$ cat src/rtl/mdr_controller_if.sv
// Bus-side signal bundle for the memory data register controller.
// The slave modport is the controller's view; master is the driving side.
interface mdr_controller_if #(
    parameter int DATA_W = 32
);
    logic [DATA_W-1:0] BusMuxOut;
    logic              MDR_enable;
    logic              mem_rd_req;
    logic              mem_wr_req;
    logic [1:0]        size;
    logic              sign_ext;
    logic [1:0]        addr_lo;
    logic [DATA_W-1:0] MDataIn;
    logic              mem_ready;
    logic [DATA_W-1:0] Q;
    logic [DATA_W-1:0] MDataOut;
    logic              mem_rd;
    logic              mem_wr;
    logic              busy;
    logic              done;
    logic              err;

    modport slave (
        input  BusMuxOut, MDR_enable, mem_rd_req, mem_wr_req, size, sign_ext,
               addr_lo, MDataIn, mem_ready,
        output Q, MDataOut, mem_rd, mem_wr, busy, done, err
    );

    modport master (
        output BusMuxOut, MDR_enable, mem_rd_req, mem_wr_req, size, sign_ext,
               addr_lo, MDataIn, mem_ready,
        input  Q, MDataOut, mem_rd, mem_wr, busy, done, err
    );
endinterface

$ cat src/rtl/mdr_controller.sv
// Memory data register with a read/write handshake FSM, sub-word read
// extraction and a mem_ready timeout.
module mdr_controller #(
    parameter int DATA_W  = 32,
    parameter int TIMEOUT = 15
) (
    input  logic             clk,
    input  logic             clr,
    mdr_controller_if.slave  bus
);
    typedef enum logic [2:0] {IDLE, READ, WRITE, DONE, ERR} state_t;

    localparam logic [7:0] TMO = 8'(TIMEOUT);

    state_t            state_q, state_d;
    logic [DATA_W-1:0] q_q, q_d;
    logic [7:0]        cnt_q, cnt_d;
    logic [1:0]        size_q, size_d;
    logic              sx_q, sx_d;
    logic [1:0]        lane_q, lane_d;

    function automatic logic [DATA_W-1:0] extract(
        input logic [DATA_W-1:0] din,
        input logic [1:0]        sz,
        input logic              sx,
        input logic [1:0]        lane
    );
        logic [7:0]        b;
        logic [15:0]       h;
        logic [DATA_W-1:0] r;
        b = 8'(din[31:0] >> {lane, 3'b000});
        h = 16'(din[31:0] >> {lane[1], 4'b0000});
        case (sz)
            2'b00:   r = {{(DATA_W-8){sx & b[7]}}, b};
            2'b01:   r = {{(DATA_W-16){sx & h[15]}}, h};
            default: r = din;
        endcase
        return r;
    endfunction

    always_ff @(posedge clk or posedge clr) begin
        if (clr) begin
            state_q <= IDLE;
            q_q     <= '0;
            cnt_q   <= '0;
            size_q  <= '0;
            sx_q    <= 1'b0;
            lane_q  <= '0;
        end else begin
            state_q <= state_d;
            q_q     <= q_d;
            cnt_q   <= cnt_d;
            size_q  <= size_d;
            sx_q    <= sx_d;
            lane_q  <= lane_d;
        end
    end

    always_comb begin
        state_d = state_q;
        q_d     = q_q;
        cnt_d   = cnt_q;
        size_d  = size_q;
        sx_d    = sx_q;
        lane_d  = lane_q;
        case (state_q)
            IDLE: begin
                if (bus.mem_rd_req) begin
                    state_d = READ;
                    cnt_d   = '0;
                    size_d  = bus.size;
                    sx_d    = bus.sign_ext;
                    lane_d  = bus.addr_lo;
                end else if (bus.mem_wr_req) begin
                    state_d = WRITE;
                    cnt_d   = '0;
                end else if (bus.MDR_enable) begin
                    q_d = bus.BusMuxOut;
                end
            end
            READ: begin
                // mem_ready wins over an expiring counter in the same cycle
                if (bus.mem_ready) begin
                    q_d     = extract(bus.MDataIn, size_q, sx_q, lane_q);
                    state_d = DONE;
                end else if (cnt_q == TMO) begin
                    state_d = ERR;
                end else begin
                    cnt_d = cnt_q + 8'd1;
                end
            end
            WRITE: begin
                if (bus.mem_ready) begin
                    state_d = DONE;
                end else if (cnt_q == TMO) begin
                    state_d = ERR;
                end else begin
                    cnt_d = cnt_q + 8'd1;
                end
            end
            DONE:    state_d = IDLE;
            ERR:     state_d = IDLE;
            default: state_d = IDLE;
        endcase
    end

    assign bus.Q        = q_q;
    assign bus.MDataOut = q_q;
    assign bus.mem_rd   = (state_q == READ);
    assign bus.mem_wr   = (state_q == WRITE);
    assign bus.busy     = (state_q == READ) || (state_q == WRITE);
    assign bus.done     = (state_q == DONE);
    assign bus.err      = (state_q == ERR);
endmodule

$ cat src/flat_wrapper.sv
// flat-port wrapper written by rule: the top's interface ports become plain ports
module mdr_controller_flat 
#(
    parameter int DATA_W  = 32,
    parameter int TIMEOUT = 15
)
  (clk, clr, bus_BusMuxOut, bus_MDR_enable, bus_mem_rd_req, bus_mem_wr_req, bus_size, bus_sign_ext, bus_addr_lo, bus_MDataIn, bus_mem_ready, bus_Q, bus_MDataOut, bus_mem_rd, bus_mem_wr, bus_busy, bus_done, bus_err);
  mdr_controller_if #(.DATA_W(DATA_W)) bus_i ();
  input  logic clk;
  input  logic clr;
  input wire logic [$bits(bus_i.BusMuxOut)-1:0] bus_BusMuxOut;
  input wire logic [$bits(bus_i.MDR_enable)-1:0] bus_MDR_enable;
  input wire logic [$bits(bus_i.mem_rd_req)-1:0] bus_mem_rd_req;
  input wire logic [$bits(bus_i.mem_wr_req)-1:0] bus_mem_wr_req;
  input wire logic [$bits(bus_i.size)-1:0] bus_size;
  input wire logic [$bits(bus_i.sign_ext)-1:0] bus_sign_ext;
  input wire logic [$bits(bus_i.addr_lo)-1:0] bus_addr_lo;
  input wire logic [$bits(bus_i.MDataIn)-1:0] bus_MDataIn;
  input wire logic [$bits(bus_i.mem_ready)-1:0] bus_mem_ready;
  output wire logic [$bits(bus_i.Q)-1:0] bus_Q;
  output wire logic [$bits(bus_i.MDataOut)-1:0] bus_MDataOut;
  output wire logic [$bits(bus_i.mem_rd)-1:0] bus_mem_rd;
  output wire logic [$bits(bus_i.mem_wr)-1:0] bus_mem_wr;
  output wire logic [$bits(bus_i.busy)-1:0] bus_busy;
  output wire logic [$bits(bus_i.done)-1:0] bus_done;
  output wire logic [$bits(bus_i.err)-1:0] bus_err;
  assign bus_i.BusMuxOut = bus_BusMuxOut;
  assign bus_i.MDR_enable = bus_MDR_enable;
  assign bus_i.mem_rd_req = bus_mem_rd_req;
  assign bus_i.mem_wr_req = bus_mem_wr_req;
  assign bus_i.size = bus_size;
  assign bus_i.sign_ext = bus_sign_ext;
  assign bus_i.addr_lo = bus_addr_lo;
  assign bus_i.MDataIn = bus_MDataIn;
  assign bus_i.mem_ready = bus_mem_ready;
  assign bus_Q = bus_i.Q;
  assign bus_MDataOut = bus_i.MDataOut;
  assign bus_mem_rd = bus_i.mem_rd;
  assign bus_mem_wr = bus_i.mem_wr;
  assign bus_busy = bus_i.busy;
  assign bus_done = bus_i.done;
  assign bus_err = bus_i.err;
  mdr_controller #(.DATA_W(DATA_W), .TIMEOUT(TIMEOUT)) u_core (.clk(clk), .clr(clr), .bus(bus_i));
endmodule
$ cat config.mk
export PLATFORM = sky130hd
export DESIGN_NAME = mdr_controller_flat
export DESIGN_NICKNAME = d
export VERILOG_FILES = /design/src/rtl/mdr_controller_if.sv /design/src/rtl/mdr_controller.sv /design/src/flat_wrapper.sv
export SDC_FILE = /design/constraint.sdc
export NUM_CORES = 1
export LEC_CHECK = 0
export CORE_MARGIN = 2
export CORE_UTILIZATION = 45
export CTS_CLUSTER_DIAMETER = 40
export DETAILED_ROUTE_END_ITERATION = 12
export GPL_TIMING_DRIVEN = 1
export PLACE_DENSITY_LB_ADDON = 0.08
export SLEW_MARGIN = 10
export SYNTH_ARGS = -nofsm -noshare
export SYNTH_HDL_FRONTEND = slang
export SYNTH_SLANG_ARGS = --single-unit
export TNS_END_PERCENT = 10
$ cat constraint.sdc
create_clock -name clk -period 5.5 [get_ports clk]
set_clock_uncertainty 0.15 [all_clocks]
set_input_delay 1.1 -clock clk [delete_from_list [all_inputs] [get_ports clk]]
set_output_delay 1.1 -clock clk [all_outputs]
set_load 0.02 [all_outputs]
* Word level (Yosys, flattened, before mapping)
Index checks and enable logic that the tools add are counted.
** Storage, ports and cells
- Word-level logic and storage cells :: 51
- Register bits after elaboration :: 48
- Input bits :: 75
- Output and inout port bits :: 69
** Operators by class
- Muxes and demuxes :: 16
- Bitwise gates (word level) :: 2
- Reductions and logical operators :: 10
- Equality and inequality tests :: 14
- $add $sub $neg :: 1
- Shift operators :: 2
** Operators with widths (number)
- 2-to-1 mux 32 bit :: 4
- one-hot mux 32 bit (2 select lines) :: 2
- 2-to-1 mux 8 bit :: 4
- >> shifter 32 x 5 -> 16 bit :: 1
- >> shifter 32 x 5 -> 8 bit :: 1
- one-hot mux 8 bit (2 select lines) :: 1
- 2-to-1 mux 3 bit :: 4
- != test 2 bit, second input constant :: 6
- adder 8 x 1 -> 8 bit, second input constant :: 1
- equality test 8 x 4 -> 1 bit, second input constant :: 1
- equality test 3 x 2 -> 1 bit, second input constant :: 2
- one-hot mux 3 bit (2 select lines) :: 1
- AND reduction 5 bit :: 1
- AND reduction 2 bit :: 2
- AND reduction 4 bit :: 1
- nonzero test 2 bit :: 2
- equality test 3 x 1 -> 1 bit, second input constant :: 1
- equality test 3 bit, second input constant :: 1
- logical NOT 3 bit :: 1
- != test 3 x 1 -> 1 bit, second input constant :: 1
- != test 3 bit, second input constant :: 1
- AND 1 bit :: 2
- equality test 2 x 1 -> 1 bit, second input constant :: 1
- logical NOT 2 bit :: 1
- 2 further kinds :: 2

* Logic depth before layout (Yosys ltp)
Gate-level depths: netlist (run 1).
- Depth after elaboration :: 5
- Gate-level depth with buffers :: 7
- Gate-level depth less buffers :: 5

* Least setup slack after synthesis (run 1)
No wires, ideal clock.
- Kind :: flip-flop to output port
- From :: reg u_core.state_q[2]
- To :: out bus_err
- Arrival time :: 1185 ps
- Required time :: 4250 ps
- Cell stages (with the launch flop) :: 3
- Buffers on the path :: 1
- Setup slack :: 3065 ps
- Path through :: dfrtp_1 buf_2 nor3b_1
** Between the ends
- Cells in the longest elaborated chain, start to end :: 1
** RTL lines
- from (decl) :: line mdr_controller.sv:15 : state_t state_q, state_d;
- from (signal assigned) :: line mdr_controller.sv:50 : state_q <= state_d;
- equality test 3 bit :: line mdr_controller.sv:113 : assign bus.err = (state_q == ERR);
- to (decl) :: line flat_wrapper.sv:26 : output wire logic [$bits(bus_i.err)-1:0] bus_err;
Every way passes these cells.

* Final worst setup path (run 1)
- From :: reg u_core.state_q[0]
- To :: out bus_mem_rd
** Between the ends
- Cells in the longest elaborated chain, start to end :: 1
** RTL lines
- equality test 3 x 1 -> 1 bit :: line mdr_controller.sv:109 : assign bus.mem_rd = (state_q == READ);
- to (decl) :: line flat_wrapper.sv:22 : output wire logic [$bits(bus_i.mem_rd)-1:0] bus_mem_rd;
Every way passes these cells.

==> out/summary.txt, run 1 <==
HP Class -> flip-flop to flip-flop
Yosys warnings -> 0
F_max -> 273.4 MHz
Mux contribution to synthesized area -> 6.911%
Leak Pwr -> 1.774 nW
Cell Area, Synth -> 3241 um2
Final instance area -> 4508 um2
Asr flop ratio synth -> 100.0%
CTS tree -> built
# fillers -> 591
Initial Utilization -> 47.18%
Part of the cycle the worst path needs -> 66.49%
Final WS setup -> 1843 ps
DP Wirelength -> 7003 um
Via count -> 3056
Crit start category -> flip-flop
Critical path class -> flip-flop to primary output
CTS Sinks -> 48
Pre-Repair DR Iteration Count -> 7
Root buffer cell -> clkbuf_8
GR Util All Layers -> 23.38%
Multi-input gate area -> 1632 um2
Rel. slew slack -> 30.55%
Drt via density -> 5.638
Final min period -> 3657 ps
Worst slew pin tran -> 1042 ps
CP Data Arrival Time -> 2410 ps
Final setup viols -> 0
Wire per inst -> 17.34 um
Die height -> 88.86 um
Critical Path End Type -> primary output
Share of layout cells above drive strength 1 -> 6.278%
Number of antenna violations at the first check in global routing -> 0
DR iter-0 viols -> 154
CTS resizes -> 0
Pwr/cell area -> 566.6 nW/um2
Register area share after synthesis -> 37.07%
Post-Synth XOR/XNOR Area -> 0.8494%
Pin count of the biggest net entering global routing -> 49
Clock transition at path regs -> 90 ps
Simple-gate portion of the synthesized area -> 14.94%
Max_cap viols -> 0
Std cell rows -> 30
Synth Area in Compound Gates -> 27.26%
TritonCTS buffer count -> 5
Non-Filler Instances -> 542
Postcts setup bufs -> 0
Library cells used by synthesis -> 60
Syn Nets -> 426
Dpl ws -> 1740 ps
Area of the die -> 7896 um2
Syn Area/Cell -> 9.259 um2
Final Hold Vio Count -> 0
Hold_buf cts -> 0
TNS Setup -> 0 ps
Vias in the first global route -> 2764
Buffers added on ports -> 143
Routed Antenna Nets -> 0
Total Power -> 2.554 mW
Placer congestion estimate -> 0.8412
Clk Latency, worst-skew pair -> 300 ps
Util after Layout -> 65.63%
Largest family of logic cells by synthesized area -> compound AO/OA/AOI/OAI gates
Unrepaired setup endpoints after global routing -> false
EDFF count, synth -> 0
Reg area -> 1201 um2
Inst Count DP -> 535
DRC Markers -> 0
Worst hold slack -> 410.8 ps
VDD IR max -> 0.3439 mV
CP max FO -> 13
Die X -> 88.86 um
Io pins -> 144
ANT cells -> 0
Wirelength, routed -> 9400 um
Grt ovf -> 0
Status -> completed
Synth Register Bits -> 48
Max clock buf depth -> 2
Final Max Tran Viols -> 0
H-tree depth -> 2
Placed Area -> 4431 um2
Core box area -> 6869 um2
Nets@finish -> 522
First-pass GRT wire length -> 14330 um
Post-Synth Adder-Cell Area -> 0.3861%
Layout Area Growth over Synthesis -> 39.11%
Post-Syn Instances -> 350
Top FF cell, synth -> dfrtp_1
Worst EP required -> 4250 ps
## state kept, by name, indices dropped and copies added (netlist names)
signal               cells
u_core.state_q           3
u_core.cnt_q             8
u_core.sx_q              1
u_core.lane_q            2
u_core.size_q            2
u_core.bus.MDataOut     32
## worst paths after layout
check / startpoint / endpoint / slack (ps) / depth (start not counted)
max: u_core.state_q[0]$_DFFE_PP0P_ / bus_mem_rd / 1840 / 3
min: u_core.cnt_q[5]$_DFFE_PP0P_ / u_core.cnt_q[5]$_DFFE_PP0P_ / 410 / 1
max reg2reg: u_core.state_q[2]$_DFFE_PP0P_ / u_core.bus.MDataOut[4]$_DFFE_PP0P_ / 2860 / 4
min reg2reg: u_core.cnt_q[5]$_DFFE_PP0P_ / u_core.cnt_q[5]$_DFFE_PP0P_ / 410 / 1
max in group asynchronous: clr / u_core.state_q[0]$_DFFE_PP0P_ / 3360 / 2
min in group asynchronous: clr / u_core.bus.MDataOut[29]$_DFFE_PP0P_ / 1210 / 2
## worst max-delay path: stages, from the launching register on
cell	delay [ps]
dfrtp_1	700
or3b_1	620
inv_6	170
clkdlybuf4s50_1	620
## per-layer routing
| layer | GRT usage, % | part of all wire (%) | vias to the layer above | wire length (um) |
|---|---|---|---|---|
| li1 | - | - | 1457 | - |
| met1 | 34.25 | 45 | 1440 | 4188 |
| met2 | 36.57 | 47 | 151 | 4449 |
| met3 | 4.104 | 7.5 | 8 | 702 |
| met4 | 4.408 | 0.63 | 0 | 59 |
| met5 | 0 | 0 | - | 0 |
## synth_stat cells, types with 4 or more instances
cell type	number	area share (%)
o21ai_0	51	7.9
dfrtp_1	48	37
buf_2	12	1.9
a222oi_1	6	1.9
a21boi_0	16	3.7
inv_1	9	1.0
nor2b_1	8	1.5
a21oi_1	12	1.9
o221ai_1	10	2.7
a2bb2oi_1	8	2.2
nand2_1	27	3.1
buf_4	34	7.9
nand3_1	7	1.1
nor2_1	4	0.46
mux2i_1	19	5.9
and2_1	10	1.9
clkbuf_1	5	0.58
## kinds of logic after synthesis
group / Yosys count
AOI/OAI and AO/OA: 130
xor gates and xnor gates: 1
adders and majority gates: 1
buffers and inverters: 65
DFF: 48
muxes: 21
and+or+nand+nor: 84
## area by class of cell
type,count,area share (%)
Inverter,11,1.027
Timing Repair Buffer,143,31.75
Clock buffer,6,1.610
Tap cell,96,2.664
Multi-Input combinational cell,237,36.19
Sequential cell,48,26.64
Clock inverter,1,0.1110
## cell usage in the layout (no fill, tap or decap), drive strengths merged, types with 2 or more instances in the layout
| cell type | n |
|---|---|
| o21ai | 55 |
| or2 | 4 |
| nand2b | 2 |
| o31ai | 3 |
| nor3 | 5 |
| nor3b | 3 |
| mux2i | 19 |
| nor4 | 4 |
| nand2 | 28 |
| clkdlybuf4s50 | 143 |
| and2 | 10 |
| nor2 | 4 |
| a31oi | 3 |
| nand3 | 7 |
| clkbuf | 6 |
| o211ai | 2 |
| a222oi | 6 |
| a21boi | 16 |
| o221ai | 10 |
| nor2b | 8 |
| a2bb2oi | 8 |
| and3 | 2 |
| or4 | 3 |
| a21oi | 15 |
| dfrtp | 48 |
| inv | 11 |
## power breakdown
part | internal, mW | switching (mW)
clock network | 0.0869 | 0.120
registers | 0.504 | 0.206
logic | 0.784 | 0.853
total | 1.38 | 1.18
Power figures use the tool's default switching activity.
==> inputs of run 2 (changes only) <==
--- a/config.mk
+++ b/config.mk
@@ -6,7 +6,7 @@
 export NUM_CORES = 1
 export LEC_CHECK = 0
 export CORE_MARGIN = 2
-export CORE_UTILIZATION = 45
+export CORE_UTILIZATION = 43
 export CTS_CLUSTER_DIAMETER = 40
 export DETAILED_ROUTE_END_ITERATION = 12
 export GPL_TIMING_DRIVEN = 1
==> constraint.sdc (replaced) <==
create_clock -name clk -period 3.4 [get_ports clk]
set_clock_uncertainty 0.15 [all_clocks]
set_input_delay 0.68 -clock clk [delete_from_list [all_inputs] [get_ports clk]]
set_output_delay 0.68 -clock clk [all_outputs]
set_load 0.02 [all_outputs]
==> run 2 against run 1 <==
Non-clock buffer count is 5 higher; clock power is 110% higher; via count is 2.1% higher; flip-flop and latch count stayed put; die area is 4.4% higher; sequential power is 58% higher; clock-buffer cell count is 1 lower; routed wire length is 3.0% higher; critical endpoint unchanged.
==> out/summary.txt, run 2 (synthesis results as in run 1) <==
DR iter-0 viols -> 185 (+20%)
HP Class -> flip-flop to flip-flop
Routed Antenna Nets -> 0 (unchanged)
F_max -> 309.1 MHz
Clock power frac -> 10.2% (+2.1 points)
Placer congestion estimate -> 0.8510 (+1.2%)
CTS resizes -> 0 (unchanged)
Util after Layout -> 62.90% (-2.7 points)
Dpl ws -> 500.1 ps (-1240 ps)
Inst Count DP -> 543 (+1.5%)
Wirelength, routed -> 9682 um (+3.0%)
CTS Sinks -> 48 (unchanged)
Area of the die -> 8246 um2 (+4.4%)
Non-Filler Instances -> 551 (+1.7%)
Core box area -> 7292 um2 (+6.2%)
Pwr/cell area -> 928.3 nW/um2 (+64%)
Vias in the first global route -> 2969 (+7.4%)
CP Data Arrival Time -> 2410 ps (about the same)
Worst slew pin tran -> 724.2 ps (-317.6 ps)
Share of layout cells above drive strength 1 -> 7.743% (+1.5 points)
CP max FO -> 13 (unchanged)
Nets@finish -> 527 (+0.96%)
Postcts setup bufs -> 0 (unchanged)
Max_cap viols -> 0 (unchanged)
Via count -> 3119 (+2.1%)
Pin count of the biggest net entering global routing -> 27 (-45%)
Grt ovf -> 0 (unchanged)
Pre-Repair DR Iteration Count -> 6 (-1)
DRC Markers -> 0 (unchanged)
Largest register FFs -> 32 (unchanged)
Crit-path leading delay family -> buffers and inverters
Sw Ratio -> 45.36% (-0.80 points)
Final setup viols -> 0 (unchanged)
Worst path cell trace -> or3b_1 -> inv_6 -> clkdlybuf4s50_1
Clock transition at path regs -> 100 ps (about the same)
H-tree depth -> 2 (unchanged)
Status -> completed
Rel. slew slack -> 51.72% (+21 points)
Crit path buffers/inverters -> 2 (unchanged)
# fillers -> 632 (+6.9%)
Final Hold Vio Count -> 0 (unchanged)
Slowest-stage cell, CP -> dfrtp_1
TNS Setup -> 0 ps (unchanged)
Combinational share of power -> 63.4% (-0.7 points)
Final Max Tran Viols -> 0 (unchanged)
Initial Utilization -> 44.44% (-2.7 points)
Io pins -> 144 (unchanged)
Std cell rows -> 31 (+3.3%)
Max clock buf depth -> 2 (unchanged)
Wire per inst -> 17.57 um (+1.3%)
Seq pwr share -> 26.3% (-1.5 points)
First-pass GRT wire length -> 15680 um (+9.4%)
Crit start category -> flip-flop
TritonCTS buffer count -> 5 (unchanged)
Clk Latency, worst-skew pair -> 310 ps (about the same)
Commonest non-fill, non-tap cell in the layout -> clkdlybuf4s50_1
Placed Area -> 4472 um2 (+0.93%)
Final WS setup -> 164.9 ps (-1678 ps)
Final instance area -> 4587 um2 (+1.7%)
Net Switching -> 1.932 mW (+64%)
Buffers added on ports -> 143 (unchanged)
DP Wirelength -> 7454 um (+6.4%)
GR Util All Layers -> 23.41% (+0.031 points)
Worst EP required -> 2570 ps (-1680 ps)
Max stage delay on crit path -> 690 ps (about the same)
Cell internal pwr -> 2.327 mW (+69%)
Critical Path End Type -> primary output
Hold_buf cts -> 0 (unchanged)
Number of antenna violations at the first check in global routing -> 0 (unchanged)
Leak Pwr -> 1.813 nW (+2.2%)
Critical path class -> flip-flop to primary output
Part of the cycle the worst path needs -> 95.15%
VDD IR max -> 0.5406 mV (+57%)
Most frequent cells in the layout -> clkdlybuf4s50_1, o21ai_0, dfrtp_1, nand2_1, mux2i_1
Root buffer cell -> clkbuf_8
Drt via density -> 5.661 (+0.39%)
Total Power -> 4.258 mW (+67%)
ANT cells -> 0 (unchanged)
Die X -> 90.81 um (+2.2%)
Worst hold slack -> 421.9 ps (+11.04 ps)
Layout Area Growth over Synthesis -> 41.54%
Final min period -> 3235 ps
Die height -> 90.81 um (+2.2%)
CTS tree -> built
Unrepaired setup endpoints after global routing -> false
==> run 2: cell types whose count changed in the layout (fill, tap and decap cells not counted), sizes merged <==
cell | previous run | this run
inv | 11 | 12
clkinv | 1 | 0
buf | 0 | 5
clkbuf | 6 | 5
bufinv | 0 | 1
clkinvlp | 0 | 1
==> run 2: power groups by stage <==
stage	clock [mW]	combinational (mW)	sequential, mW
CTS	0.442	2.71	1.12
detailed placement	0	2.70	1.13
global route	0.463	2.90	1.17
global placement	0	2.66	1.11
finish	0.436	2.70	1.12
floorplan	0	1.75	1.21
==> run 2: final timing paths <==
kind | slack [ps] | cells past startpoint | start | to
max in group asynchronous | 1790 | 3 | clr | u_core.sx_q$_DFFE_PP0P_
hold / removal | 420 | 2 | u_core.bus.MDataOut[11]$_DFFE_PP0P_ | u_core.bus.MDataOut[11]$_DFFE_PP0P_
setup / recovery | 160 | 3 | u_core.state_q[0]$_DFFE_PP0P_ | bus_mem_rd
setup reg to reg | 1060 | 5 | u_core.state_q[0]$_DFFE_PP0P_ | u_core.bus.MDataOut[23]$_DFFE_PP0P_
hold reg to reg | 420 | 2 | u_core.bus.MDataOut[11]$_DFFE_PP0P_ | u_core.bus.MDataOut[11]$_DFFE_PP0P_
min in group asynchronous | 560 | 2 | clr | u_core.bus.MDataOut[29]$_DFFE_PP0P_
==> run 2: layer usage <==
layer,wire [um],track usage (%)
met1,4143,32.22
met2,4557,37.31
met3,766,4.341
met4,214,7.576
met5,0,0
==> run 2: worst register-to-register path: stages, from the launching register on <==
cell      delay (ps)
dfrtp_1          690
or3b_1           620
inv_6            170
nand2_2          220
a21boi_0         270
o21ai_0          100
==> run 2: final cells by class <==
class                      count  area (um2)  area share (%)
inverter                      11       46.29           1.009
tap                           99       123.9           2.700
timing repair buffer         148        1469           32.02
clock buffer                   5       68.82           1.500
clock inverter                 3       46.29           1.009
multi-input combinational    237        1632           35.57
sequential                    48        1201           26.19
==> inputs of run 3 (changes only) <==
--- a/config.mk
+++ b/config.mk
@@ -10,6 +10,7 @@
 export CTS_CLUSTER_DIAMETER = 40
 export DETAILED_ROUTE_END_ITERATION = 12
 export GPL_TIMING_DRIVEN = 1
+export MAX_ROUTING_LAYER = met4
 export PLACE_DENSITY_LB_ADDON = 0.08
 export SLEW_MARGIN = 10
 export SYNTH_ARGS = -nofsm -noshare
==> run 3 against run 2 <==
Via count up 0.29%; combinational power hardly changed; die area unchanged; routed wire length is 0.17% lower; sequential share of layout area is the same; critical path depth stayed put; clock power about the same; utilization unchanged; cell area unchanged; flip-flop and latch count is the same; largest cell class unchanged.
==> out/summary.txt, run 3 (synthesis results as in run 1) <==
Final setup viols -> 0 (unchanged)
Placed Area -> 4472 um2 (unchanged)
DRC Markers -> 0 (unchanged)
Initial Utilization -> 44.44% (unchanged)
TritonCTS buffer count -> 5 (unchanged)
Layout Area Growth over Synthesis -> 41.54% (unchanged)
Most frequent cells in the layout -> clkdlybuf4s50_1, o21ai_0, dfrtp_1, nand2_1, mux2i_1
Nets@finish -> 527 (unchanged)
Routed Antenna Nets -> 0 (unchanged)
ANT cells -> 0 (unchanged)
Unrepaired setup endpoints after global routing -> false
Critical path class -> flip-flop to primary output
Busiest grt layer -> met2
Worst slew pin tran -> 705.5 ps (-18.63 ps)
Util after Layout -> 62.90% (unchanged)
Final min period -> 3224 ps (-11.07 ps)
Leak Pwr -> 1.813 nW (unchanged)
Placer congestion estimate -> 0.8644 (+1.6%)
CTS Sinks -> 48 (unchanged)
Final Hold Vio Count -> 0 (unchanged)
Non-Filler Instances -> 551 (unchanged)
Die height -> 90.81 um (unchanged)
Wire per inst -> 17.54 um (-0.17%)
Buffers added on ports -> 143 (unchanged)
Vias in the first global route -> 2961 (-0.27%)
Number of antenna violations at the first check in global routing -> 0 (unchanged)
Die X -> 90.81 um (unchanged)
Max clock buf depth -> 2 (unchanged)
Inst Count DP -> 543 (unchanged)
Commonest non-fill, non-tap cell in the layout -> clkdlybuf4s50_1
Pin count of the biggest net entering global routing -> 27 (unchanged)
Crit start category -> flip-flop
Final WS setup -> 176.0 ps (+11.07 ps)
Postcts setup bufs -> 0 (unchanged)
First-pass GRT wire length -> 15680 um (unchanged)
Part of the cycle the worst path needs -> 94.82% (-0.33 points)
Worst hold slack -> 422.4 ps (+0.5100 ps)
Status -> completed
GR Util met1 -> 32.65% (+0.42 points)
Via count -> 3128 (+0.29%)
Core box area -> 7292 um2 (unchanged)
TNS Setup -> 0 ps (unchanged)
F_max -> 310.2 MHz (+0.34%)
Pre-Repair DR Iteration Count -> 6 (unchanged)
Clock transition at path regs -> 100 ps (about the same)
Worst Hold Launch -> u_core.cnt_q[1]$_DFFE_PP0P_
Hold_buf cts -> 0 (unchanged)
Largest register FFs -> 32 (unchanged)
Std cell rows -> 31 (unchanged)
CP Data Arrival Time -> 2390 ps (-20 ps)
GR Util All Layers -> 24.09% (+0.68 points)
Area of the die -> 8246 um2 (unchanged)
Rel. slew slack -> 52.97% (+1.2 points)
Worst Setup SP -> u_core.state_q[0]$_DFFE_PP0P_
DP Wirelength -> 7454 um (unchanged)
Critical Path End Type -> primary output
CP max FO -> 13 (unchanged)
Pwr/cell area -> 927.5 nW/um2 (about the same)
Grt ovf -> 0 (unchanged)
H-tree depth -> 2 (unchanged)
Share of layout cells above drive strength 1 -> 7.743% (unchanged)
Final Max Tran Viols -> 0 (unchanged)
Reg2reg start -> u_core.state_q[0]$_DFFE_PP0P_
Wirelength, routed -> 9666 um (-0.17%)
Final instance area -> 4587 um2 (unchanged)
M2 GR Usage -> 37.25% (-0.062 points)
Clk Latency, worst-skew pair -> 310 ps (about the same)
Dpl ws -> 500.1 ps (unchanged)
Io pins -> 144 (unchanged)
Max_cap viols -> 0 (unchanged)
CTS tree -> built
Root buffer cell -> clkbuf_8
Total Power -> 4.255 mW (about the same)
Drt via density -> 5.677 (+0.29%)
VDD IR max -> 0.5410 mV (about the same)
CTS resizes -> 0 (unchanged)
HP Class -> flip-flop to flip-flop
Worst EP required -> 2570 ps (about the same)
DR iter-0 viols -> 216 (+17%)
Grt met3 use -> 3.840% (-0.50 points)
run 3: worst max-delay path, cell delays in order (launching register included):
cell and delay [ps]:
dfrtp_1 690, or3b_1 610, inv_6 170, clkdlybuf4s50_1 620
run 3: area by class of cell:
cell class / count / area, um2
Clock inverter: 3 / 46.29
Fill cell: 632 / 2705
Tap cell: 99 / 123.9
Inverter: 11 / 46.29
Clock buffer: 5 / 68.82
Sequential cell: 48 / 1201
Timing Repair Buffer: 148 / 1469
Multi-Input combinational cell: 237 / 1632
run 3: power breakdown:
part | internal (mW) | switching, mW
logic | 1.29 | 1.41
registers | 0.816 | 0.304
clock network | 0.222 | 0.213
total | 2.33 | 1.93
run 3: layer usage:
metal / wire [um] / up-vias / share of wire (%)
li1: - / 1459 / -
met1: 4132 / 1491 / 43
met2: 4560 / 157 / 47
met3: 748 / 21 / 7.7
met4: 225 / 0 / 2.3
met5: 0 / - / 0
run 3: final timing paths:
| kind | depth (start not counted) | slack, ps | end |
|---|---|---|---|
| hold reg to reg | 2 | 420 | u_core.cnt_q[1]$_DFFE_PP0P_ |
| setup reg to reg | 5 | 1060 | u_core.bus.MDataOut[16]$_DFFE_PP0P_ |
| max in group asynchronous | 3 | 1790 | u_core.sx_q$_DFFE_PP0P_ |
| min in group asynchronous | 2 | 570 | u_core.bus.MDataOut[29]$_DFFE_PP0P_ |
| setup / recovery | 3 | 180 | bus_mem_rd |
| hold / removal | 2 | 420 | u_core.cnt_q[1]$_DFFE_PP0P_ |
